## src/rtl/rgb_pwm_driver.sv

```systemverilog
// ============================================================================
// Module   : rgb_pwm_driver
// Brief    : Three-channel active-low PWM LED driver with brightness scaling
//            and glitch-free duty updates committed on period boundaries.
// Revision : 1.0
// ============================================================================
`default_nettype none

module rgb_pwm_driver #(
    parameter int PWM_RESOLUTION = 8,
    parameter int PRESCALE       = 1
) (
    input  logic                      clk,
    input  logic                      reset,
    input  logic                      in_valid,
    output logic                      in_ready,
    input  logic [PWM_RESOLUTION-1:0] in_r,
    input  logic [PWM_RESOLUTION-1:0] in_g,
    input  logic [PWM_RESOLUTION-1:0] in_b,
    input  logic [PWM_RESOLUTION-1:0] brightness,
    output logic                      RGB_R,
    output logic                      RGB_G,
    output logic                      RGB_B,
    output logic                      frame_start
);

    localparam int c_N     = PWM_RESOLUTION;
    localparam int c_PROD  = 2 * PWM_RESOLUTION + 1;
    localparam int c_PS_W  = (PRESCALE > 1) ? $clog2(PRESCALE) : 1;
    localparam logic [c_N-1:0]    c_MAX     = '1;
    localparam logic [c_PS_W-1:0] c_PS_LAST = c_PS_W'(PRESCALE - 1);

    typedef enum logic [1:0] {
        S_IDLE  = 2'd0,
        S_SCALE = 2'd1,
        S_HOLD  = 2'd2
    } state_t;

    state_t              r_state;
    state_t              w_next;
    logic [c_PS_W-1:0]   r_ps;
    logic [c_N-1:0]      r_cnt;
    logic [2:0][c_N-1:0] r_raw;
    logic [c_N-1:0]      r_bright;
    logic [2:0][c_N-1:0] r_pend;
    logic [2:0][c_N-1:0] r_duty;
    logic [2:0]          w_drive;
    logic                w_tick;
    logic                w_boundary;
    logic                w_accept;

    // Full-width product so the brightness+1 term cannot overflow before the shift
    function automatic logic [c_N-1:0] f_scale(input logic [c_N-1:0] lvl,
                                               input logic [c_N-1:0] br);
        logic [c_PROD-1:0] p;
        p = c_PROD'(lvl) * (c_PROD'(br) + c_PROD'(1));
        return c_N'(p >> c_N);
    endfunction

    assign w_tick      = (r_ps == c_PS_LAST) && !reset;
    assign w_boundary  = w_tick && (r_cnt == c_MAX);
    assign frame_start = w_boundary;
    assign in_ready    = (r_state == S_IDLE) && !reset;
    assign w_accept    = in_valid && in_ready;

    always_ff @(posedge clk) begin
        if (reset) begin
            r_ps  <= '0;
            r_cnt <= '0;
        end else if (w_tick) begin
            r_ps  <= '0;
            r_cnt <= r_cnt + c_N'(1);
        end else begin
            r_ps  <= r_ps + c_PS_W'(1);
        end
    end

    always_ff @(posedge clk) begin
        if (reset) begin
            r_state <= S_IDLE;
        end else begin
            r_state <= w_next;
        end
    end

    always_comb begin
        w_next = r_state;
        case (r_state)
            S_IDLE:  if (w_accept) w_next = S_SCALE;
            S_SCALE: w_next = S_HOLD;
            S_HOLD:  if (w_boundary) w_next = S_IDLE;
            default: w_next = S_IDLE;
        endcase
    end

    always_ff @(posedge clk) begin
        if (reset) begin
            r_raw    <= '0;
            r_bright <= '0;
            r_pend   <= '0;
            r_duty   <= '0;
        end else begin
            if (w_accept) begin
                r_raw    <= {in_b, in_g, in_r};
                r_bright <= brightness;
            end
            if (r_state == S_SCALE) begin
                for (int k = 0; k < 3; k++) begin
                    r_pend[k] <= f_scale(r_raw[k], r_bright);
                end
            end
            // Commit only at the period boundary so a period never mixes old and new duty
            if ((r_state == S_HOLD) && w_boundary) begin
                r_duty <= r_pend;
            end
        end
    end

    generate
        for (genvar g = 0; g < 3; g++) begin : g_ch
            assign w_drive[g] = reset |
                                ~((r_duty[g] == c_MAX) || (r_cnt < r_duty[g]));
        end
    endgenerate

    assign RGB_R = w_drive[0];
    assign RGB_G = w_drive[1];
    assign RGB_B = w_drive[2];

endmodule

`default_nettype wire
```

## config.mk

```make
export PLATFORM = sky130hd
export DESIGN_NAME = rgb_pwm_driver
export DESIGN_NICKNAME = d
export VERILOG_FILES = /design/src/rtl/rgb_pwm_driver.sv
export SDC_FILE = /design/constraint.sdc
export NUM_CORES = 1
export LEC_CHECK = 0
export ABC_AREA = 1
export CORE_UTILIZATION = 30
export CTS_CLUSTER_SIZE = 30
export DETAILED_ROUTE_END_ITERATION = 8
export MAX_ROUTING_LAYER = met4
export SLEW_MARGIN = 10
export SYNTH_ARGS = -nofsm -noshare
export SYNTH_HDL_FRONTEND = slang
export SYNTH_SLANG_ARGS = --single-unit
```

## constraint.sdc

```tcl
create_clock -name clk -period 6.5 [get_ports clk]
set_clock_uncertainty 0.1 [all_clocks]
set_input_delay 1.3 -clock clk [delete_from_list [all_inputs] [get_ports clk]]
set_output_delay 1.3 -clock clk [all_outputs]
set_load 0.01 [all_outputs]
```

==> results of run 1 <==
per-stage QoR:
stage,hold slack (ns),util,setup slack (ns)
4_1_cts,0.3568,0.3397,0.8689
2_1_floorplan,0.3358,-,1.710
5_1_grt,0.3817,0.3397,0.4008
6_report,0.3583,0.3397,0.8423
3_3_place_gp,0.3464,0.3313,1.022
3_5_place_dp,0.3510,0.3313,0.9259
path summary, 6_finish.rpt:
check                           slack [ns]  cells past startpoint   startpoint          to
worst max register to register        0.84                     25  r_bright[1]   r_pend[3]
worst min register to register        0.36                      2   r_pend[10]  r_duty[10]
worst min-delay path                  0.36                      2   r_pend[10]  r_duty[10]
worst max-delay path                  0.84                     25  r_bright[1]   r_pend[3]
cells in the mapped netlist (2+ instances only):
cell	count
nand2_1	291
xor2_1	11
clkbuf_1	25
ha_1	119
nand3_1	49
buf_6	3
clkinv_2	2
a21oi_1	118
o21ai_0	73
buf_4	2
and2_1	2
o21a_1	6
buf_2	9
a31oi_1	3
xnor2_1	6
dfxtp_1	91
nand4_1	12
inv_2	2
a21o_1	3
nor2_1	228
inv_1	295
nor3_1	4
fa_1	120
nor4_1	6
logic make-up after synthesis:
| group | Yosys count | share of synthesized area |
|---|---|---|
| AND/OR/NAND/NOR | 599 | 0.2268 |
| buffers and inverters | 338 | 0.1233 |
| adder cells (fa/ha/maj) | 239 | 0.3657 |
| AO/OA/AOI/OAI | 204 | 0.09865 |
| flip-flops | 91 | 0.1712 |
| XOR/XNOR | 17 | 0.01399 |
| other | 1 | 0.0003524 |
where the power goes:
group | total, mW | internal (mW) | switching [mW]
registers | 0.609 | 0.585 | 0.0234
logic | 0.388 | 0.136 | 0.252
clock network | 0.550 | 0.271 | 0.279
total | 1.55 | 0.992 | 0.554
critical path, stage by stage (launching register included):
cell,delay (ns)
dfxtp_1,0.35
ha_1,0.19
nand2_1,0.07
nor2_1,0.22
inv_1,0.11
nor2_1,0.15
inv_1,0.07
nand2_1,0.06
nand2_1,0.52
nor2_1,0.32
fa_1,0.47
fa_1,0.48
fa_1,0.55
inv_1,0.05
fa_1,0.53
inv_1,0.04
ha_1,0.34
nand2_1,0.11
o21ai_0,0.26
inv_1,0.06
nand2_1,0.12
nand2_1,0.08
nand3_1,0.07
nand2_1,0.05
nor2_1,0.12
nor2_1,0.05
cell type report:
cell class                      count  area (um^2)  area share
Inverter                          299         1125     0.09539
Timing Repair Buffer               50        473.0     0.04011
Clock buffer                        9        225.2     0.01910
Clock inverter                      7        65.06    0.005518
Tap cell                          455        569.3     0.04828
Sequential cell                    91         1822      0.1545
Multi-Input combinational cell   1060         7512      0.6371
flip-flops by register name, indices dropped and copies added, names as in the netlist:
register,count
r_cnt,8
r_pend,24
r_bright,8
r_ps,1
r_duty,24
r_raw,24
r_state,2
per-layer routing:
| metal | up-vias | routed length [um] | GRT usage |
|---|---|---|---|
| li1 | 4622 | - | - |
| met1 | 4575 | 12200 | 0.1981 |
| met2 | 175 | 13250 | 0.2920 |
| met3 | 43 | 1120 | 0.02411 |
| met4 | 0 | 756 | 0.06031 |
| met5 | - | 0 | - |
==> results.json, run 1 <==
{
  "worstSetupPathType": "reg2reg",
  "drc_errors": 0,
  "syn_to_final_growth_pct": 10.81,
  "clk_latency_ns": 0.37,
  "routed_wl_mm": 27.33,
  "most-common-layout-cells": "inv_1 (295), nand2_1 (290), nor2_1 (227)",
  "clockBufferDepth": 2,
  "cts_resized": 0,
  "die_h_um": 190.3,
  "placed_cells_incl_taps": 1955,
  "leakage_nw": 5.868,
  "cts.root.buffer_cell": "clkbuf_16",
  "slew_viol_final": 0,
  "io_pins": 40,
  "yosys.area.top_type_share": 0.2257,
  "ys_async_sr_fraction": 0,
  "drt-vias-per-instance": 4.777,
  "htree_levels": 3,
  "fin_crit_sh": 0.8704,
  "synth_cell_type_count": 33,
  "finalNonFillerCells": 1971,
  "drtAntennaViolNets": 0,
  "grt.total_usage": 0.1687,
  "final_common_cell": "inv_1",
  "clock_sinks": 91,
  "grt_pass1_wl_mm": 47.43,
  "grt_antenna_before_repair": 0,
  "place_area_um2": 11500,
  "diodes": 0,
  "wl_per_cell_um": 13.87,
  "gp_congestion": 0.8925,
  "yosys-top-cells-area": "fa_1 (23%), dfxtp_1 (17%), ha_1 (14%), inv_1 (10%), nand2_1 (10%)",
  "crit_required_ns": 6.66,
  "cts_made_buffers": 9,
  "rsz0062_at_grt": "no",
  "first_iter_violations": 531,
  "core_area_um2": 34710,
  "min_period_ns": 5.658,
  "fillers": 3724,
  "setup_violations": 0,
  "cts_tree": "yes",
  "hold_viol": 0,
  "synthFlopType": "dfxtp_1",
  "power.density_nw_per_um2": 131.1,
  "port_buffers": 39,
  "dr_total_vias": 9415,
  "stdcell_area_um2": 11790,
  "hpwl_mm": 21.56,
  "worstPathArrival_ns": 5.82,
  "synth-seq-area-share": 0.1712,
  "critPathMaxFanout": 20,
  "worstMarginPinSlew_ns": 0.9213,
  "ir_drop_v": 0.00009899,
  "die_x_um": 190.3,
  "timing.fmax_ghz": 0.1768,
  "netlist_instances": 1489,
  "maxCapViolCount": 0,
  "layout.nets": 1785,
  "yosysWarnings": 0,
  "report.power.total_mw": 1.546,
  "synth_top_area_cell": "fa_1",
  "drive_gt1_frac": 0.02441,
  "startpoint_type": "flip-flop",
  "mappedNetlistNets": 1763,
  "dr.pass1.iters": 5,
  "hold_buffers": 0,
  "first_global_vias": 9908,
  "max_slew_margin": 0.3843,
  "syn_area_um2": 10640,
  "setup.worst_path.end_class": "flip-flop",
  "syn_avg_cell_area_um2": 7.147,
  "grt_max_degree": 52,
  "die_area_um2": 36230,
  "initial_core_util": 0.3066,
  "overflow": 0,
  "hold_class": "reg2reg",
  "synth_edf_count": 0,
  "postCtsSetupBuffers": 0,
  "tns_ns": 0,
  "rows": 68,
  "cts.clk_slew.worst_paths_ns": 0.08,
  "synth_seq_cells": 91,
  "outcome": "completed"
}
Note: power is estimated with default switching activity, not from simulation.
==> inputs of run 2 (changes only) <==
Settings changed: GPL_TIMING_DRIVEN set to 0.
==> results.json, run 2 (same netlist as run 1, synthesis figures left out) <==
{
  "outcome": "completed",
  "crit_required_ns": 6.63,
  "place_area_um2": 11590,
  "slew_viol_final": 0,
  "grt_max_degree": 17,
  "first_iter_violations": 598,
  "cts.clk_slew.worst_paths_ns": 0.07,
  "grt.total_usage": 0.1787,
  "drtAntennaViolNets": 0,
  "seqCellArea_um2": 1822,
  "diodes": 0,
  "syn_to_final_growth_pct": 11.97,
  "setup_violations": 0,
  "clockBufferDepth": 2,
  "first_global_vias": 10050,
  "port_buffers": 38,
  "dr.pass1.iters": 6,
  "final.setup.worst_slack_ns": 0.5636,
  "max_slew_margin": 0.4792,
  "whs_ns": 0.3613,
  "worstSetupPathType": "reg2reg",
  "post-route-util": 0.3432,
  "worstPathArrival_ns": 6.07,
  "cts_resized": 0,
  "cpLargestDelayFamily": "adder cells",
  "rsz0062_at_grt": "no",
  "timing.fmax_ghz": 0.1685,
  "path_buf_inv": 6,
  "die_area_um2": 36230,
  "die_x_um": 190.3,
  "setup.worst_path.end_class": "flip-flop",
  "hpwl_mm": 24.06,
  "drc_errors": 0,
  "clock_sinks": 91,
  "routed_wl_mm": 29.15,
  "cp_cell_sequence": "ha_1, nand2_1, nor2_1, inv_1, nand2_1, inv_1, nor2_4, inv_2, buf_2, nor2_1, fa_1, fa_1, fa_1, inv_1, fa_1, inv_1, ha_1, a21oi_1, o21ai_0, a21oi_1, nand3_1, nand2_1, a21oi_1",
  "io_pins": 40,
  "clk_latency_ns": 0.37,
  "min_period_ns": 5.936,
  "stdcell_area_um2": 11920,
  "gp_congestion": 0.9025,
  "worstMarginPinSlew_ns": 0.7812,
  "cts_tree": "yes",
  "tns_ns": 0,
  "cts_made_buffers": 9,
  "fin_crit_sh": 0.9133,
  "hold_buffers": 0,
  "layout.nets": 1812,
  "final_common_cell": "inv_1",
  "power.density_nw_per_um2": 135.9,
  "cts.root.buffer_cell": "clkbuf_16",
  "pre_cts_ws_ns": 0.6917,
  "slowest_delay_ns": 0.54,
  "multi_input_area_um2": 7507,
  "grt_antenna_before_repair": 0,
  "startpoint_type": "flip-flop",
  "wl_per_cell_um": 14.59,
  "overflow": 0,
  "die_h_um": 190.3,
  "postCtsSetupBuffers": 0,
  "worst_path_max_delay_cell": "fa_1",
  "r2r_slack_ns": 0.56,
  "rows": 68,
  "drive_gt1_frac": 0.02398,
  "hold_viol": 0,
  "core_area_um2": 34710,
  "drt-vias-per-instance": 4.767,
  "leakage_nw": 5.906,
  "dr_total_vias": 9524,
  "fillers": 3744,
  "critPathMaxFanout": 10,
  "htree_levels": 3,
  "initial_core_util": 0.3066,
  "top_regs": "r_duty x24, r_pend x24, r_raw x24",
  "hold_class": "reg2reg",
  "ir_drop_v": 0.00009655,
  "most-common-layout-cells": "inv_1 (295), nand2_1 (291), nor2_1 (228)",
  "grt_pass1_wl_mm": 49.25,
  "maxCapViolCount": 0
}
==> run 2: routing by layer <==
metal | track usage | up-vias | share of wire
met2 | 0.2990 | 197 | 0.47
met3 | 0.02687 | 43 | 0.043
met1 | 0.2164 | 4605 | 0.45
li1 | - | 4679 | -
met5 | - | - | 0
met4 | 0.06677 | 0 | 0.030
==> run 2: path summary, 6_finish.rpt <==
check | startpoint | endpoint | depth (start not counted)
worst min register to register | r_pend[7] | r_duty[7] | 2
worst min-delay path | r_pend[7] | r_duty[7] | 2
worst max register to register | r_bright[1] | r_pend[7] | 23
worst max-delay path | r_bright[1] | r_pend[7] | 23
==> run 2: area by class of cell <==
| class | count | share of cell area |
|---|---|---|
| sequential | 91 | 0.1529 |
| buffer | 39 | 0.01575 |
| tap | 455 | 0.04778 |
| inverter | 299 | 0.09440 |
| multi-input combinational | 1060 | 0.6301 |
| clock inverter | 6 | 0.007981 |
| timing repair buffer | 38 | 0.03192 |
| clock buffer | 10 | 0.01922 |
==> run 2: tightest hold or removal path: stages (launching register included) <==
cell and delay [ns]:
dfxtp_1 0.31, nand2_1 0.06, a21oi_1 0.05
==> run 2: stage by stage <==
step | power, mW | std cells
after global routing | 1.707 | 1998
after global placement | 1.021 | 1982
after detailed placement | 1.024 | 1982
after floorplan | 0.8778 | 1489
after CTS | 1.635 | 1998
final | 1.619 | 1998
==> run 2: power breakdown <==
part | switching (mW) | internal (mW) | total [mW]
logic | 0.268 | 0.137 | 0.406
registers | 0.0215 | 0.585 | 0.607
clock network | 0.264 | 0.342 | 0.606
